[config.mk]
export PLATFORM = sky130hd
export DESIGN_NAME = thread_fetch_sched
export DESIGN_NICKNAME = d
export VERILOG_FILES = /design/src/rtl/thread_fetch_sched.sv
export SDC_FILE = /design/constraint.sdc
export NUM_CORES = 1
export LEC_CHECK = 0
export ABC_AREA = 1
export BUFFER_PORTS_ARGS = -buffer_cell sky130_fd_sc_hd__buf_2
export CAP_MARGIN = 0
export CORE_MARGIN = 5
export CORE_UTILIZATION = 51
export CTS_CLUSTER_DIAMETER = 100
export DETAILED_ROUTE_END_ITERATION = 8
export PLACE_DENSITY = 0.77
export SLEW_MARGIN = 20
export SYNTH_ARGS = -nofsm -noshare
export SYNTH_HDL_FRONTEND = slang
export SYNTH_SLANG_ARGS = --single-unit
[constraint.sdc]
create_clock -name clk -period 3 [get_ports clk]
set_input_delay 0.45 -clock clk [delete_from_list [all_inputs] [get_ports clk]]
set_output_delay 0.45 -clock clk [all_outputs]
set_load 0.02 [all_outputs]
[src/rtl/thread_fetch_sched.sv]
// Barrel-thread fetch scheduler: per-thread PC file, round-robin pick over the
// active mask, redirect bypass, and a registered fetch slot for the i_mem port.
module thread_fetch_sched #(
  parameter int unsigned NUM_THREADS  = 4,
  parameter int unsigned PC_WIDTH     = 32,
  parameter int unsigned PC_STEP      = 4,
  parameter int unsigned RESET_STRIDE = 4,
  localparam int unsigned TID_W       = $clog2(NUM_THREADS)
) (
  input  logic                          clk,
  input  logic                          reset_n,
  input  logic                          fetch_en,
  input  logic [NUM_THREADS-1:0]        thread_active,
  input  logic                          redirect_valid,
  input  logic [TID_W-1:0]              redirect_tid,
  input  logic [PC_WIDTH-1:0]           redirect_pc,
  output logic                          fetch_valid,
  output logic [TID_W-1:0]              fetch_tid,
  output logic [NUM_THREADS-1:0]        fetch_onehot,
  output logic [PC_WIDTH-1:0]           fetch_pc,
  output logic [NUM_THREADS*PC_WIDTH-1:0] pc_all
);

  logic [PC_WIDTH-1:0]    pc_q [NUM_THREADS];
  logic [PC_WIDTH-1:0]    pc_d [NUM_THREADS];
  logic [TID_W-1:0]       last_tid_q, last_tid_d;
  logic                   fetch_valid_q, fetch_valid_d;
  logic [TID_W-1:0]       fetch_tid_q, fetch_tid_d;
  logic [NUM_THREADS-1:0] fetch_onehot_q, fetch_onehot_d;
  logic [PC_WIDTH-1:0]    fetch_pc_q, fetch_pc_d;

  logic                   pick_found;
  logic [TID_W-1:0]       pick_tid;
  logic [TID_W-1:0]       cand_tid;
  logic                   redir_ok;
  logic [PC_WIDTH-1:0]    issue_pc;

  // Out-of-range thread indices (non power-of-two builds) never redirect.
  assign redir_ok = redirect_valid && (32'(redirect_tid) < NUM_THREADS);

  // Round-robin search starting after last_tid; last_tid itself is checked last.
  always_comb begin
    pick_found = 1'b0;
    pick_tid   = '0;
    cand_tid   = '0;
    for (int unsigned k = 1; k <= NUM_THREADS; k++) begin
      cand_tid = TID_W'((32'(last_tid_q) + k) % NUM_THREADS);
      if (!pick_found && thread_active[cand_tid]) begin
        pick_found = 1'b1;
        pick_tid   = cand_tid;
      end
    end
  end

  // Next-state: redirect write first, then the issuing thread's bypass/increment.
  always_comb begin
    pc_d           = pc_q;
    last_tid_d     = last_tid_q;
    fetch_valid_d  = 1'b0;
    fetch_onehot_d = '0;
    fetch_tid_d    = fetch_tid_q;
    fetch_pc_d     = fetch_pc_q;
    issue_pc       = '0;

    if (redir_ok) begin
      pc_d[redirect_tid] = redirect_pc;
    end

    if (fetch_en && pick_found) begin
      issue_pc       = (redir_ok && (redirect_tid == pick_tid)) ? redirect_pc : pc_q[pick_tid];
      fetch_valid_d  = 1'b1;
      fetch_tid_d    = pick_tid;
      fetch_onehot_d = NUM_THREADS'(1) << pick_tid;
      fetch_pc_d     = issue_pc;
      last_tid_d     = pick_tid;
      pc_d[pick_tid] = issue_pc + PC_WIDTH'(PC_STEP);
    end
  end

  // State registers with synchronous active-low reset.
  always_ff @(posedge clk) begin
    if (!reset_n) begin
      for (int unsigned i = 0; i < NUM_THREADS; i++) begin
        pc_q[i] <= PC_WIDTH'(i * RESET_STRIDE);
      end
      last_tid_q     <= TID_W'(NUM_THREADS - 1);
      fetch_valid_q  <= 1'b0;
      fetch_tid_q    <= '0;
      fetch_onehot_q <= '0;
      fetch_pc_q     <= '0;
    end else begin
      pc_q           <= pc_d;
      last_tid_q     <= last_tid_d;
      fetch_valid_q  <= fetch_valid_d;
      fetch_tid_q    <= fetch_tid_d;
      fetch_onehot_q <= fetch_onehot_d;
      fetch_pc_q     <= fetch_pc_d;
    end
  end

  assign fetch_valid  = fetch_valid_q;
  assign fetch_tid    = fetch_tid_q;
  assign fetch_onehot = fetch_onehot_q;
  assign fetch_pc     = fetch_pc_q;

  // Flatten the PC file for debug/observation.
  for (genvar g = 0; g < NUM_THREADS; g++) begin : g_pc_all
    assign pc_all[g*PC_WIDTH +: PC_WIDTH] = pc_q[g];
  end

endmodule

# Yosys cells after proc, flatten, opt, wreduce, memory -nomap -nowiden
# Cells that the tools add are included.
# totals
ff_bits	169
inputBits	42
wordCells	66
# classes
n_addsub	5
magnitude_cmp	8
eq_ne	1
shift	1
muxes	29
n_bitwise	2
n_reduce_logical	11
# op_table
op	n
128-bit bitwise mux	2
128-bit 2-to-1 mux	2
32-bit 2-to-1 mux	5
32-bit demux with 2-bit select	2
32-bit binary-select mux with 2-bit select	1
32-bit by 3-bit adder with 32-bit output (second input constant)	1
2-bit by 3-bit < comparator with 1-bit output (second input constant)	4
1-bit 2-to-1 mux	9
1-bit binary-select mux with 2-bit select	4
2-bit 2-to-1 mux	4
1-bit logical AND	7
3-bit greater-or-equal comparator (second input constant)	2
3-bit by 1-bit < comparator with 1-bit output (second input constant)	2
2-bit NOT with 3-bit output	2
2-bit by 1-bit adder with 2-bit output (second input constant)	2
2-bit adder (second input constant)	2
1-bit by 2-bit left shift with 4-bit output (first input constant)	1
1-bit logical NOT	3
2-bit equality test	1
2-bit AND reduction	1

# Logic depth before layout (Yosys ltp)
# logic_depth
depth_word	21
mapped_depth	29
ltp_nobuf	26

# Worst setup path after synthesis
# No wires, ideal clock.
# synth_path
kind	reg-to-reg
startpoint	register last_tid_q[0]
endpoint	register pc_q (netlist bit pc_all[60])
t_arrival_ps	2918
required_ps	2891
path_slack_ps	-27
path_stages_with_launch	28
n_path_buf	3
synth_period_minus_slack_ps	3027
cell_sequence	dfxtp_1 > inv_2 > buf_6 > nand2_1 > nand2_1 > nand2_1 > nand2_2 > nor2_4 > nand3_4 > nand3_4 > buf_8 > buf_8 > nand2_2 > inv_2 > nand2_1 > nand3_1 > nand2_1 > nand2_2 > ha_1 > nand3_1 > nor2_2 > nand2_2 > nor2_8 > nand3_1 > nand2_1 > nand3_1 > nand2_1 > inv_1
# synth_between
elab_chain_len	21
# synth_lines
element	line_no	rtl
start: declaration	26	logic [TID_W-1:0] last_tid_q, last_tid_d;
start signal: assignment	86	last_tid_q <= TID_W'(NUM_THREADS - 1);
start signal: assignment	93	last_tid_q <= last_tid_d;
2-bit by 1-bit adder with 2-bit output	47	cand_tid = TID_W'((32'(last_tid_q) + k) % NUM_THREADS);
1-bit binary-select mux with 2-bit select	48	if (!pick_found && thread_active[cand_tid]) begin
1-bit 2-to-1 mux (implied by the code)	48	
1-bit 2-to-1 mux	48	
1-bit logical NOT	48	
1-bit logical AND	48	
1-bit 2-to-1 mux	48	
1-bit logical NOT	48	
[4 not listed]	--	
2-bit 2-to-1 mux	48	
2-bit NOT with 3-bit output (implied by the code)	70, 76	
32-bit binary-select mux with 2-bit select	70	issue_pc = (redir_ok && (redirect_tid == pick_tid)) ? redirect_pc : pc_q[pick_tid];
32-bit 2-to-1 mux (implied by the code) (2 in a row)	70	
32-bit 2-to-1 mux	70	
32-bit by 3-bit adder with 32-bit output	76	pc_d[pick_tid] = issue_pc + PC_WIDTH'(PC_STEP);
128-bit bitwise mux	76	
128-bit 2-to-1 mux *	69	if (fetch_en && pick_found) begin
end signal: indexed assignment	84	pc_q[i] <= PC_WIDTH'(i * RESET_STRIDE);
end signal: assignment	92	pc_q <= pc_d;
end: declaration	24	logic [PC_WIDTH-1:0] pc_q [NUM_THREADS];
# Every way passes the cells marked *; elsewhere a longest branch is shown, timed or not. The select of a mux whose other input is x is not followed.
# A chain may end at the register's enable or synchronous reset.

# Final worst setup path
# layout_path
startpoint	register last_tid_q[0]
endpoint	register pc_q (netlist bit pc_all[125])
# Same word-level chain as after synthesis.

==> impl_metrics.yaml <==
run_status:
  status: "finished with violations"
  violations: "setup timing"
routing:
  via_per_inst: 5.69
  final_antenna_net_count: 0
  drt-initial-drc-count: 1456
  wire_per_inst_um: 18.6
  postRouteWirelength_um: 44700
  drt_pass1_iterations: 8
  dr_total_vias: 13700
  drc: 0
setup_path:
  endpoint_kind: "flip-flop"
  reg2reg_slack_ns: -0.28
  startpoint: "last_tid_q[0]"
  worstPathMaxFanout: 21
  crit_family: "simple AND/OR/NAND/NOR gates"
  cpMaxStageDelayCell: "dfxtp_4"
  path_common_cell: "nand2_1"
  critical_path_required_ns: 3.35
  reg2reg_to: "pc_all[125]"
  ff2ff_path_depth: 25
  path_class: "flip-flop to flip-flop"
  r2r-start: "last_tid_q[0]"
  critPathMaxStageDelay_ns: 0.39
  crit_path_start_kind: "flip-flop"
  cp.arrival_ns: 3.62
  path_buf_inv: 5
logic_synthesis:
  seq_area_frac_synth: 0.310
  yosys.area_share.adder: 0.00115
  netlist_area_um2: 10900
  synth.largest_area_cell: "dfxtp_1"
  netlist_instances: 1795
  ys_types: 38
  synth_nets: 1838
  yosys.area_share.simple: 0.346
  synthFlopType: "dfxtp_1"
  synth_area_leaders: "dfxtp_1 31%, nand2_1 20%, inv_1 8.8%"
  synth_compound_area_frac: 0.181
  async_reset_ff_frac: 0
  synth_xor_area_frac: 0.00997
  ys_seq_elements: 169
  synth_edf_count: 0
  avgSynthCellArea_um2: 6.08
  synthTopCellsByCount: "569 x nand2_1, 255 x inv_1, 170 x nand3_1, 169 x dfxtp_1, 144 x o21ai_0"
  synthMuxAreaShare: 0.0128
  synth.most_common_cell: "nand2_1"
  synth_top_family_by_area: "simple AND/OR/NAND/NOR gates"
  synth.top_cell.area_share: 0.310
  yosysWarnings: 0
floorplan:
  start_util: 0.519
  num_rows: 53
  dieArea_um2: 24400
  ios: 209
  core-area_um2: 21000
  chipWidth_um: 156
  die_h_um: 156
placement:
  post-dp-hpwl_um: 31700
  dpl_cell_area_um2: 13300
  place.gp.congestion: 0.999
  io_buffers: 208
timing:
  setup_ws_ns: -0.280
  slew_viol_final: 0
  fin_hold_ws_ns: 0.313
  rsz0062_at_grt: "true"
  finalHoldViolCount: 0
  max_freq_ghz: 0.305
  setup_viol: 99
  finalCritPeriodShare: 1.09
  fin_worst_skew_ns: 0.0106
  slew-limit-headroom: 0.427
  fin_crit_ns: 3.28
  worst_pin_slew_ns: 0.860
global_routing:
  met3_usage: 0.0683
  grt_start_max_net_pins: 66
  grt_pass1_vias: 12700
  grt_pass1_wl_um: 68100
  antenna_found_initial: 1
  use_met2: 0.564
  grt-busiest-layer: "met2"
  grt_use_met1: 0.448
  grt_use_total: 0.350
  grt_overflow: 0
clock_network:
  cts.clk_slew.worst_paths_ns: 0.07
  clk_latency_ns: 0.44
  cts_sinks: 169
  postCtsHoldBufs: 0
  cts-root-buf: "clkbuf_16"
  cts_buffers: 17
  cts_max_path_buffers: 2
  cts_tree: "built"
  htreeDepth: 4
job:
  drv_cap: 0
final_layout:
  utilization: 0.693
  drive_gt1_frac: 0.284
  multi_input_area_um2: 6550
  final_area_um2: 14600
  fillers: 1803
  regArea_um2: 3390
  syn2layout_area_growth_pct: 33.4
  nets: 2156
power:
  p_leak_nw: 7.98
  ir_worst_vdd_mv: 0.615
  powerDensity_nw_per_um2: 1340
min_path:
  min_from: "redirect_pc[3]"
  hp-class: "input pin to flip-flop"
  hold_end: "pc_all[99]"
  whs_path_depth: 3
sequential cells by signal, summed over array words and instances (netlist names):
signal / count
fetch_pc: 32
fetch_tid: 2
pc_all: 128
last_tid_q: 2
fetch_valid: 1
fetch_onehot: 4
per-layer routing:
layer,vias to the layer above,part of all wire
li1,6389,-
met3,188,0.11
met5,-,0
met4,0,0.052
met2,962,0.45
met1,6117,0.38
power by group:
part | total [mW] | switching (mW) | internal (mW)
Combinational | 13.7 | 8.50 | 5.21
Sequential | 3.55 | 0.550 | 3.00
Clock | 2.23 | 1.06 | 1.16
Total | 19.5 | 10.1 | 9.38
repair_timing:
item / 4_1_cts / 5_1_grt
setup endpoints to repair: 108 / 112
gates cloned: 2 / 0
pin swaps: 29 / 32
hold endpoints to repair: 0 / 0
buffers inserted: 6 / 5
resized for setup: 100 / 74
cells in the final DEF (no fill, tap or decap), types with 10 or more instances in the layout:
cell type / Yosys / layout
buf_2: 18 / 208
buf_6: 12 / 12
o21ai_1: 39 / 40
nand3_1: 170 / 160
o211ai_1: 48 / 48
buf_4: 3 / 167
o21ai_0: 144 / 139
clkbuf_16: 0 / 17
nand2_1: 569 / 511
dfxtp_1: 169 / 167
nor2_1: 76 / 51
nand2_2: 18 / 57
inv_1: 255 / 245
nand3_2: 1 / 10
nor2_4: 7 / 17
inv_2: 6 / 12
nand2_4: 2 / 21
mux2i_1: 14 / 14
buf_12: 0 / 12
nand4_1: 14 / 14
a21oi_1: 110 / 110
nor2_2: 9 / 24
how the worst max path moves through the flow:
stage                     slack [ns]  depth (start not counted)          end
after detailed placement       -0.32                         28   pc_all[18]
after floorplan                 0.02                         27   pc_all[60]
final                          -0.28                         25  pc_all[125]
after CTS                      -0.06                         22    pc_all[9]
after global routing           -0.43                         24   pc_all[77]
after global placement         -0.27                         28  pc_all[122]
tightest hold or removal path: stages:
cell,delay (ns)
buf_2,0.09
o211ai_1,0.09
o211ai_1,0.08
area by class of cell:
type	instances	area share
diodes	1	0.000172
repair buffers	401	0.186
clock buffers	18	0.0295
inverters	263	0.0686
well taps	275	0.0236
clock inverters	14	0.00945
multi-input cells	1261	0.450
flip-flops and latches	169	0.233
per-stage QoR:
| step | instances | setup TNS (ns) | total power [mW] | worst slack, ns |
|---|---|---|---|---|
| 3_5_place_dp | 2356 | -21.97 | 15.8 | -0.316 |
| 3_3_place_gp | 2356 | -14.08 | 15.6 | -0.272 |
| 2_1_floorplan | 1795 | 0 | 10.6 | 0.0162 |
| 6_report | 2402 | -14.49 | 19.5 | -0.280 |
| 4_1_cts | 2396 | -1.32 | 18.8 | -0.0554 |
| 5_1_grt | 2402 | -32.29 | 20.7 | -0.431 |
logic make-up after synthesis:
family	after synthesis
adder cells (fa/ha/maj)	1
AO/OA/AOI/OAI	362
buffers and inverters	365
AND/OR/NAND/NOR	875
flip-flops	169
multiplexers	14
XOR/XNOR	9
Power figures use the tool's default switching activity.
